$ cat src/rtl/icache_resp_if.sv
// Bundles the fetch-side icache handshake, the backing-memory read port,
// the flush strobe and the performance counters of icache_resp.
interface icache_resp_if;
    logic        icache_rd_i;
    logic [15:0] icache_pc_i;
    logic        icache_valid_o;
    logic [15:0] icache_instr_o;
    logic        icache_busy_o;
    logic        flush_i;
    logic        mem_req_o;
    logic [15:0] mem_addr_o;
    logic        mem_ready_i;
    logic [15:0] mem_rdata_i;
    logic [15:0] hit_cnt_o;
    logic [15:0] miss_cnt_o;

    // The cache itself
    modport slave (
        input  icache_rd_i, icache_pc_i, flush_i, mem_ready_i, mem_rdata_i,
        output icache_valid_o, icache_instr_o, icache_busy_o,
               mem_req_o, mem_addr_o, hit_cnt_o, miss_cnt_o
    );

    // Fetch stage plus backing memory, seen from the other side
    modport master (
        output icache_rd_i, icache_pc_i, flush_i, mem_ready_i, mem_rdata_i,
        input  icache_valid_o, icache_instr_o, icache_busy_o,
               mem_req_o, mem_addr_o, hit_cnt_o, miss_cnt_o
    );
endinterface

$ cat src/rtl/icache_resp.sv
// Direct-mapped instruction cache responder. Hits answer one cycle after
// the request; misses refill the whole line word by word from the backing
// memory, then answer from the freshly filled line.
module icache_resp #(
    parameter int LINES = 8,
    parameter int WORDS = 4
) (
    input  logic        clk_i,
    input  logic        rst_i,
    icache_resp_if.slave bus
);

    localparam int OFF_W = $clog2(WORDS);
    localparam int IDX_W = $clog2(LINES);
    localparam int TAG_W = 15 - OFF_W - IDX_W;

    typedef enum logic [1:0] {
        IDLE,
        REFILL,
        RESP
    } state_t;

    state_t state_q;
    state_t state_d;

    logic [TAG_W-1:0] tag_q  [LINES];
    logic [15:0]      data_q [LINES][WORDS];
    logic [LINES-1:0] line_valid_q;

    logic [14:0]      req_waddr_q;
    logic [OFF_W-1:0] beat_q;
    logic             flushed_q;
    logic             resp_valid_q;
    logic [15:0]      resp_instr_q;
    logic [15:0]      hit_cnt_q;
    logic [15:0]      miss_cnt_q;

    logic [14:0]      pc_w;
    logic [OFF_W-1:0] in_off;
    logic [IDX_W-1:0] in_idx;
    logic [TAG_W-1:0] in_tag;
    logic [OFF_W-1:0] req_off;
    logic [IDX_W-1:0] req_idx;
    logic [TAG_W-1:0] req_tag;
    logic             unused_pc_lsb;

    logic hit;
    logic accept_hit;
    logic accept_miss;
    logic beat_done;
    logic last_beat;

    // Instructions are halfword aligned, so the byte-select bit carries no information
    assign unused_pc_lsb = bus.icache_pc_i[0];

    assign pc_w    = bus.icache_pc_i[15:1];
    assign in_off  = pc_w[OFF_W-1:0];
    assign in_idx  = pc_w[OFF_W +: IDX_W];
    assign in_tag  = pc_w[14 -: TAG_W];
    assign req_off = req_waddr_q[OFF_W-1:0];
    assign req_idx = req_waddr_q[OFF_W +: IDX_W];
    assign req_tag = req_waddr_q[14 -: TAG_W];

    // A flush in the same cycle forces the request down the miss path
    assign hit = line_valid_q[in_idx] && (tag_q[in_idx] == in_tag) && !bus.flush_i;

    // State register; reset drops out of REFILL at once so mem_req_o falls asynchronously
    always_ff @(posedge clk_i or posedge rst_i) begin
        if (rst_i) state_q <= IDLE;
        else       state_q <= state_d;
    end

    // Next-state logic and per-cycle event decode
    always_comb begin
        state_d     = state_q;
        accept_hit  = 1'b0;
        accept_miss = 1'b0;
        beat_done   = 1'b0;
        last_beat   = 1'b0;
        case (state_q)
            IDLE: begin
                if (bus.icache_rd_i) begin
                    if (hit) begin
                        accept_hit = 1'b1;
                    end else begin
                        accept_miss = 1'b1;
                        state_d     = REFILL;
                    end
                end
            end
            REFILL: begin
                if (bus.mem_ready_i) begin
                    beat_done = 1'b1;
                    if (beat_q == OFF_W'(WORDS - 1)) begin
                        last_beat = 1'b1;
                        state_d   = RESP;
                    end
                end
            end
            RESP:    state_d = IDLE;
            default: state_d = IDLE;
        endcase
    end

    assign bus.mem_req_o      = (state_q == REFILL);
    assign bus.mem_addr_o     = (state_q == REFILL) ? {req_waddr_q[14:OFF_W], beat_q, 1'b0} : 16'h0000;
    assign bus.icache_busy_o  = (state_q != IDLE);
    assign bus.icache_valid_o = resp_valid_q;
    assign bus.icache_instr_o = resp_instr_q;
    assign bus.hit_cnt_o      = hit_cnt_q;
    assign bus.miss_cnt_o     = miss_cnt_q;

    // Miss bookkeeping: latched word address, beat pointer and a sticky flush-seen flag
    always_ff @(posedge clk_i or posedge rst_i) begin
        if (rst_i) begin
            req_waddr_q <= '0;
            beat_q      <= '0;
            flushed_q   <= 1'b0;
        end else begin
            if (accept_miss) begin
                req_waddr_q <= pc_w;
                beat_q      <= '0;
                flushed_q   <= 1'b0;
            end else begin
                if (beat_done) beat_q <= beat_q + OFF_W'(1);
                if ((state_q == REFILL) && bus.flush_i) flushed_q <= 1'b1;
            end
        end
    end

    // Valid bits: flush wipes all; a line only becomes valid if no flush hit its refill
    always_ff @(posedge clk_i or posedge rst_i) begin
        if (rst_i) begin
            line_valid_q <= '0;
        end else if (bus.flush_i) begin
            line_valid_q <= '0;
        end else begin
            if (accept_miss)              line_valid_q[in_idx]  <= 1'b0;
            if (last_beat && !flushed_q)  line_valid_q[req_idx] <= 1'b1;
        end
    end

    // Tag and data storage need no reset; the valid bits guard them
    always_ff @(posedge clk_i) begin
        if (beat_done) data_q[req_idx][beat_q] <= bus.mem_rdata_i;
        if (last_beat) tag_q[req_idx]          <= req_tag;
    end

    // Response register: single-cycle valid pulse, instruction held until next response
    always_ff @(posedge clk_i or posedge rst_i) begin
        if (rst_i) begin
            resp_valid_q <= 1'b0;
            resp_instr_q <= 16'h0000;
        end else begin
            resp_valid_q <= accept_hit | last_beat;
            if (accept_hit) begin
                resp_instr_q <= data_q[in_idx][in_off];
            end else if (last_beat) begin
                resp_instr_q <= (req_off == beat_q) ? bus.mem_rdata_i : data_q[req_idx][req_off];
            end
        end
    end

    // Saturating hit/miss counters
    always_ff @(posedge clk_i or posedge rst_i) begin
        if (rst_i) begin
            hit_cnt_q  <= 16'h0000;
            miss_cnt_q <= 16'h0000;
        end else begin
            if (accept_hit && (hit_cnt_q != 16'hFFFF))   hit_cnt_q  <= hit_cnt_q + 16'd1;
            if (accept_miss && (miss_cnt_q != 16'hFFFF)) miss_cnt_q <= miss_cnt_q + 16'd1;
        end
    end

endmodule

$ cat src/flat_wrapper.sv
// flat-port wrapper written by rule: the top's interface ports become plain ports
module icache_resp_flat 
#(
    parameter int LINES = 8,
    parameter int WORDS = 4
)
  (clk_i, rst_i, bus_icache_rd_i, bus_icache_pc_i, bus_flush_i, bus_mem_ready_i, bus_mem_rdata_i, bus_icache_valid_o, bus_icache_instr_o, bus_icache_busy_o, bus_mem_req_o, bus_mem_addr_o, bus_hit_cnt_o, bus_miss_cnt_o);
  icache_resp_if bus_i ();
  input  logic clk_i;
  input  logic rst_i;
  input wire logic [$bits(bus_i.icache_rd_i)-1:0] bus_icache_rd_i;
  input wire logic [$bits(bus_i.icache_pc_i)-1:0] bus_icache_pc_i;
  input wire logic [$bits(bus_i.flush_i)-1:0] bus_flush_i;
  input wire logic [$bits(bus_i.mem_ready_i)-1:0] bus_mem_ready_i;
  input wire logic [$bits(bus_i.mem_rdata_i)-1:0] bus_mem_rdata_i;
  output wire logic [$bits(bus_i.icache_valid_o)-1:0] bus_icache_valid_o;
  output wire logic [$bits(bus_i.icache_instr_o)-1:0] bus_icache_instr_o;
  output wire logic [$bits(bus_i.icache_busy_o)-1:0] bus_icache_busy_o;
  output wire logic [$bits(bus_i.mem_req_o)-1:0] bus_mem_req_o;
  output wire logic [$bits(bus_i.mem_addr_o)-1:0] bus_mem_addr_o;
  output wire logic [$bits(bus_i.hit_cnt_o)-1:0] bus_hit_cnt_o;
  output wire logic [$bits(bus_i.miss_cnt_o)-1:0] bus_miss_cnt_o;
  assign bus_i.icache_rd_i = bus_icache_rd_i;
  assign bus_i.icache_pc_i = bus_icache_pc_i;
  assign bus_i.flush_i = bus_flush_i;
  assign bus_i.mem_ready_i = bus_mem_ready_i;
  assign bus_i.mem_rdata_i = bus_mem_rdata_i;
  assign bus_icache_valid_o = bus_i.icache_valid_o;
  assign bus_icache_instr_o = bus_i.icache_instr_o;
  assign bus_icache_busy_o = bus_i.icache_busy_o;
  assign bus_mem_req_o = bus_i.mem_req_o;
  assign bus_mem_addr_o = bus_i.mem_addr_o;
  assign bus_hit_cnt_o = bus_i.hit_cnt_o;
  assign bus_miss_cnt_o = bus_i.miss_cnt_o;
  icache_resp #(.LINES(LINES), .WORDS(WORDS)) u_core (.clk_i(clk_i), .rst_i(rst_i), .bus(bus_i));
endmodule
$ cat config.mk
export PLATFORM = sky130hd
export DESIGN_NAME = icache_resp_flat
export DESIGN_NICKNAME = d
export VERILOG_FILES = /design/src/rtl/icache_resp_if.sv /design/src/rtl/icache_resp.sv /design/src/flat_wrapper.sv
export SDC_FILE = /design/constraint.sdc
export NUM_CORES = 1
export LEC_CHECK = 0
export CORE_MARGIN = 2
export CORE_UTILIZATION = 46
export CTS_CLUSTER_DIAMETER = 40
export DETAILED_ROUTE_END_ITERATION = 8
export PLACE_DENSITY_LB_ADDON = 0.15
export SLEW_MARGIN = 20
export SYNTH_ARGS = -nofsm -noshare
export SYNTH_HDL_FRONTEND = slang
export SYNTH_SLANG_ARGS = --single-unit
$ cat constraint.sdc
create_clock -name clk_i -period 9.4 [get_ports clk_i]
set_input_delay 1.88 -clock clk_i [delete_from_list [all_inputs] [get_ports clk_i]]
set_output_delay 1.88 -clock clk_i [all_outputs]
set_load 0.01 [all_outputs]
==> results_dict.tcl, run 1 <==
set metrics [dict create \
    syn_inst 1913 \
    gp_congestion 0.849 \
    drv_slew 0 \
    cts_tree "done" \
    die_h_um 261 \
    cts-hold-fix-buffers 0 \
    cp-start-kind "primary input" \
    die_w_um 261 \
    ff2ff_setup_slack_ps 5090 \
    rsz0062_at_grt "no" \
    final_cell_mix "edfxtp_1, mux4_2, nand2_1" \
    critPathCaptureType "flip-flop" \
    place_hpwl_mm 56.3 \
    dp_slack_ps 3390 \
    clkTransAtPathRegs_ps 50 \
    core-area_um2 65600 \
    syn-cell-area_um2 30500 \
    holdPathEnd "u_core.bus.hit_cnt_o[15]$_DFFE_PP0P_" \
    synthArstFlopShare_pct 11.5 \
    hold_depth 1 \
    grt_max_degree 72 \
    powerDensity_nw_per_um2 278 \
    regToRegStartpoint "u_core.req_waddr_q[4]$_DFFE_PP0N_" \
    avgSynthCellArea_um2 15.9 \
    clockBufferDepth 3 \
    drive_above_1_share_pct 25.1 \
    peakVddDrop_uv 170 \
    cts.root.buffer_cell "clkbuf_16" \
    hold_viol 0 \
    drtPass1Iterations 5 \
    io_pins 104 \
    swShare_pct 33.9 \
    hold_slack_ps 501 \
    timing_worst_setup_path_type "primary input to flip-flop" \
    post_cts_buffers 0 \
    r2r_cells 6 \
    synthFlopType "edfxtp_1" \
    crit_start "bus_icache_pc_i[5]" \
    yosysWarnings 0 \
    internal_power_w 0.00664 \
    leakagePower_nw 12.2 \
    synth-edff-count 592 \
    synth_seq_cells 669 \
    drt-total-wl_mm 102 \
    die_area_um2 68300 \
    clkLatencyLatePin_ps 660 \
    syn_nets 1956 \
    multi_input_area_um2 10200 \
    clkSinkCount 669 \
    clockPowerShare_pct 36.6 \
    max_freq_mhz 183 \
    wire_per_inst_um 34.0 \
    setup_viol 0 \
    slew_headroom_pct 15.7 \
    power.share.sequential_pct 37.1 \
    ys_seq_area_share_pct 64.7 \
    cts_resized 0 \
    min_path_type "flip-flop to flip-flop" \
    drv_cap 0 \
    drc 0 \
    critPathMaxFanout 71 \
    timing.final.crit_share_pct 58.0 \
    worst_slew_pin_slew_ps 1260 \
    fillerInstances 5167 \
    drtIter0Drc 2815 \
    final_common_cell "edfxtp_1" \
    antenna_found_initial 2 \
    grt_overflow 0 \
    numCtsBuffers 99 \
    ys_types 66 \
    cp.required_ps 9920 \
    grtUsageTotal_pct 30.1 \
    worstPathArrival_ps 5980 \
    layout_min_cycle_time_ps 5450 \
    regArea_um2 19700 \
    status "finished, final reports clean" \
    avgViaCountPerCell 6.76 \
    final_nets 2100 \
    grt_pass1_vias 20100 \
    clock_skew_ps 32.1 \
    final_util_pct 55.0 \
    postLayoutSetupSlackWorst_ps 3950 \
    initial_core_util_pct 46.4 \
    min_from "u_core.bus.hit_cnt_o[15]$_DFFE_PP0P_" \
    numPortBuffers 101 \
    p_switching_w 0.00341 \
    area_growth_pct 18.5 \
    ant_nets 0 \
    rows 94 \
    grt_pass1_wl_mm 145 \
    vias 20300 \
    comb_power_share_pct 26.3 \
    worst_r2r_endpoint "u_core.data_q[5][46]$_DFFE_PP_" \
    h-tree-depth 3 \
    tns_ps 0 \
]
## cell usage after synthesis (15+ instances only)
master | count | area share [%]
nand2_1 | 110 | 1.4
mux4_2 | 184 | 14
edfxtp_1 | 592 | 58
xnor2_1 | 25 | 0.72
o21ai_0 | 57 | 0.94
and2_1 | 21 | 0.43
mux2i_1 | 84 | 2.8
mux2_2 | 36 | 1.3
buf_2 | 21 | 0.34
dfrtp_1 | 77 | 6.3
nor2_1 | 99 | 1.2
nand3_1 | 43 | 0.71
clkbuf_1 | 96 | 1.2
a22oi_1 | 62 | 1.5
a221oi_1 | 45 | 1.3
buf_1 | 21 | 0.26
a31oi_1 | 15 | 0.31
inv_1 | 18 | 0.22
a21oi_1 | 90 | 1.5
a22o_1 | 28 | 0.80
o211ai_1 | 21 | 0.52
## area by class of cell
class | count | area share [%]
inverters | 19 | 0.204
diodes | 1 | 0.00693
well taps | 864 | 2.99
clock buffers | 113 | 7.35
repair buffers | 185 | 4.56
clock inverters | 73 | 1.92
flip-flops and latches | 669 | 54.6
multi-input cells | 1083 | 28.4
## cells by family after synthesis
logic type | Yosys count | share of synthesized area, %
mux | 304 | 17.7
xor+xnor | 34 | 0.977
flops | 669 | 64.7
fa+ha+maj | 6 | 0.246
simple gates | 355 | 5.55
other cells | 1 | 0.0123
buf+inv | 161 | 2.14
compound gates | 383 | 8.72
## registers in the layout, indices dropped and copies added, names as in the netlist
name and count:
u_core.line_valid_q 8, u_core.tag_q 80, u_core.data_q 512, u_core.bus.icache_valid_o 1, u_core.beat_q 2, u_core.bus.hit_cnt_o 16, u_core.flushed_q 1, u_core.req_waddr_q 15
u_core.bus.miss_cnt_o 16, u_core.state_q 2, u_core.bus.icache_instr_o 16
## routing by layer
layer	global-route usage, %	vias to the layer above	wire length [um]
met5	0	-	13
met4	14.8	2	5530
met3	7.57	344	11300
met2	45.7	1382	46300
met1	40.7	10500	39000
li1	-	8121	-
## critical path, cell delays in order
cell	delay [ps]
buf_6	580
buf_4	790
mux4_2	350
inv_1	40
a21oi_1	260
o211ai_1	160
nor4bb_1	420
nand3_1	260
and2_1	480
buf_4	350
a211o_1	310
## power by group through the flow
stage | combinational, W | clock (W) | sequential [W]
final | 0.00264 | 0.00368 | 0.00373
after CTS | 0.00258 | 0.00371 | 0.00372
after floorplan | 0.00152 | 0 | 0.00364
after global placement | 0.00256 | 0 | 0.00377
after detailed placement | 0.00257 | 0 | 0.00378
after global routing | 0.00276 | 0.00384 | 0.00374
## how the worst max path moves through the flow
stage	cells after the start	endpoint	slack (ps)
floorplan	10	u_core.bus.hit_cnt_o[7]$_DFFE_PP0P_	4930
global placement	11	u_core.bus.icache_instr_o[1]$_DFFE_PP0P_	3420
detailed placement	11	u_core.bus.icache_instr_o[0]$_DFFE_PP0P_	3390
CTS	11	u_core.bus.icache_instr_o[4]$_DFFE_PP0P_	4060
global route	11	u_core.bus.icache_instr_o[4]$_DFFE_PP0P_	3830
finish	11	u_core.bus.icache_instr_o[4]$_DFFE_PP0P_	3950
## per-stage QoR
step	cells	power, W	area [um^2]
after floorplan	1913	0.00516	30500
after global placement	2819	0.00633	32700
after detailed placement	2819	0.00635	32700
after CTS	3005	0.0100	36100
after global routing	3007	0.0103	36100
final	3007	0.0100	36100
(Power assumes the default switching activity.)
==> inputs of run 2 (changes only) <==
==> constraint.sdc (replaced) <==
create_clock -name clk_i -period 5 [get_ports clk_i]
set_input_delay 1 -clock clk_i [delete_from_list [all_inputs] [get_ports clk_i]]
set_output_delay 1 -clock clk_i [all_outputs]
set_load 0.01 [all_outputs]
==> run 2 against run 1 <==
Register-to-register slack got worse by 3900 ps. Sequential share of layout area decreased by 0.65 points. Clock-buffer cell count decreased by 1. Cell count increased by 0.96%. Global-route usage decreased by 0.30 points. Critical endpoint is now u_core.data_q[7][26]$_DFFE_PP_.
==> results_dict.tcl, run 2 (synthesized netlist as in run 1, its figures left out) <==
set metrics [dict create \
    hold_slack_ps 497 \
    drtPass1Iterations 6 \
    worst_slew_pin_slew_ps 1130 \
    numPortBuffers 101 \
    cp.required_ps 5310 \
    crit_chain "and2_1, nand2_1, nor2_2, buf_4" \
    drv_slew 0 \
    dp_slack_ps 726 \
    worst_path_largest_cell_delay_ps 990 \
    grtUsageTotal_pct 29.8 \
    clkLatencyLatePin_ps 670 \
    cts.root.buffer_cell "clkbuf_16" \
    post_cts_buffers 0 \
    initial_core_util_pct 46.4 \
    fillerInstances 5149 \
    hold_viol 0 \
    final_common_cell "edfxtp_1" \
    regMostFlops "u_core.data_q" \
    worstPathArrival_ps 4130 \
    slew_headroom_pct 24.4 \
    peakVddDrop_uv 382 \
    cts-hold-fix-buffers 0 \
    cts_resized 0 \
    grt_pass1_vias 19900 \
    max_freq_mhz 262 \
    ant_nets 0 \
    die_area_um2 68300 \
    status "finished, final reports clean" \
    timing.final.crit_share_pct 76.3 \
    grt_max_degree 136 \
    timing_worst_setup_path_type "flip-flop to flip-flop" \
    h-tree-depth 3 \
    place_hpwl_mm 59.8 \
    tns_ps 0 \
    gp_congestion 0.854 \
    rows 94 \
    clkSinkCount 669 \
    die_w_um 261 \
    die_h_um 261 \
    final_cell_mix "edfxtp_1, mux4_2, nand2_1" \
    drt-total-wl_mm 101 \
    critPathCaptureType "flip-flop" \
    min_path_type "flip-flop to flip-flop" \
    drv_cap 0 \
    grt_overflow 0 \
    critPathMaxFanout 43 \
    core-area_um2 65600 \
    leakagePower_nw 12.5 \
    avgViaCountPerCell 6.64 \
    powerDensity_nw_per_um2 527 \
    numCtsBuffers 101 \
    drive_above_1_share_pct 26.1 \
    top_regs "u_core.data_q x512, u_core.tag_q x80" \
    largest_reg_flops 512 \
    io_pins 104 \
    cp-start-kind "flip-flop" \
    clock_skew_ps 40.8 \
    clkTransAtPathRegs_ps 50 \
    slowest_stage "and2_1" \
    drtIter0Drc 3036 \
    area_growth_pct 20.0 \
    drc 0 \
    rsz0062_at_grt "no" \
    postLayoutSetupSlackWorst_ps 1190 \
    grt_pass1_wl_mm 143 \
    final_nets 2126 \
    diodes 0 \
    wire_per_inst_um 33.3 \
    antenna_found_initial 4 \
    layout_min_cycle_time_ps 3810 \
    cts_tree "done" \
    clockBufferDepth 3 \
    vias 20200 \
    setup_viol 0 \
]
## run 2: cell count changes in the layout (fill, tap and decap cells not counted), sizes merged
cell and change:
buf +28, bufinv +7, diode -1, clkdlybuf4s50 -4, clkinv +7, clkinvlp -3
clkbuf -1, inv -4
## run 2: path summary, 6_finish.rpt
kind	endpoint	cells after the start	start	slack, ps
setup / recovery	u_core.data_q[7][26]$_DFFE_PP_	4	u_core.req_waddr_q[3]$_DFFE_PP0N_	1190
hold / removal	u_core.bus.hit_cnt_o[15]$_DFFE_PP0P_	1	u_core.bus.hit_cnt_o[15]$_DFFE_PP0P_	500
setup reg to reg	u_core.data_q[7][26]$_DFFE_PP_	4	u_core.req_waddr_q[3]$_DFFE_PP0N_	1190
hold reg to reg	u_core.bus.hit_cnt_o[15]$_DFFE_PP0P_	1	u_core.bus.hit_cnt_o[15]$_DFFE_PP0P_	500
max in group asynchronous	u_core.bus.icache_instr_o[7]$_DFFE_PP0P_	3	rst_i	3320
min in group asynchronous	u_core.bus.miss_cnt_o[3]$_DFFE_PP0P_	2	rst_i	880
## run 2: area by class of cell
| class | count | area [um^2] | share of cell area [%] |
|---|---|---|---|
| clock buffers | 112 | 2630 | 7.20 |
| clock inverters | 80 | 905 | 2.47 |
| inverters | 19 | 76.3 | 0.209 |
| multi-input cells | 1083 | 10200 | 28.0 |
| flip-flops and latches | 669 | 19700 | 53.9 |
| well taps | 864 | 1080 | 2.96 |
| repair buffers | 209 | 1900 | 5.20 |
## run 2: worst max-delay path, delay by kind of cell (launching register included)
family	cells	cell delay, ps
and+or+nand+nor	3	2070
DFF	1	900
buffers and inverters	1	430
## run 2: through the flow
stage	power [W]	instance area, um^2	util, %	cells
after floorplan	0.00970	30500	-	1913
after global placement	0.0120	33000	50.3	2844
after detailed placement	0.0120	33000	50.3	2844
after CTS	0.0192	36600	55.7	3036
after global routing	0.0199	36600	55.7	3036
final	0.0193	36600	55.7	3036
## run 2: routing by layer
metal,vias to the layer above,track usage [%],wire (um)
met5,-,0,16
met4,4,12.0,4310
met1,10400,40.7,39100
met3,266,7.13,11200
li1,8185,-,-
met2,1319,46.4,46400
## run 2: report_power, final
group	switching (W)	total [W]	internal, W
Sequential	0.000468	0.00701	0.00654
Clock	0.00273	0.00722	0.00449
Combinational	0.00321	0.00503	0.00182
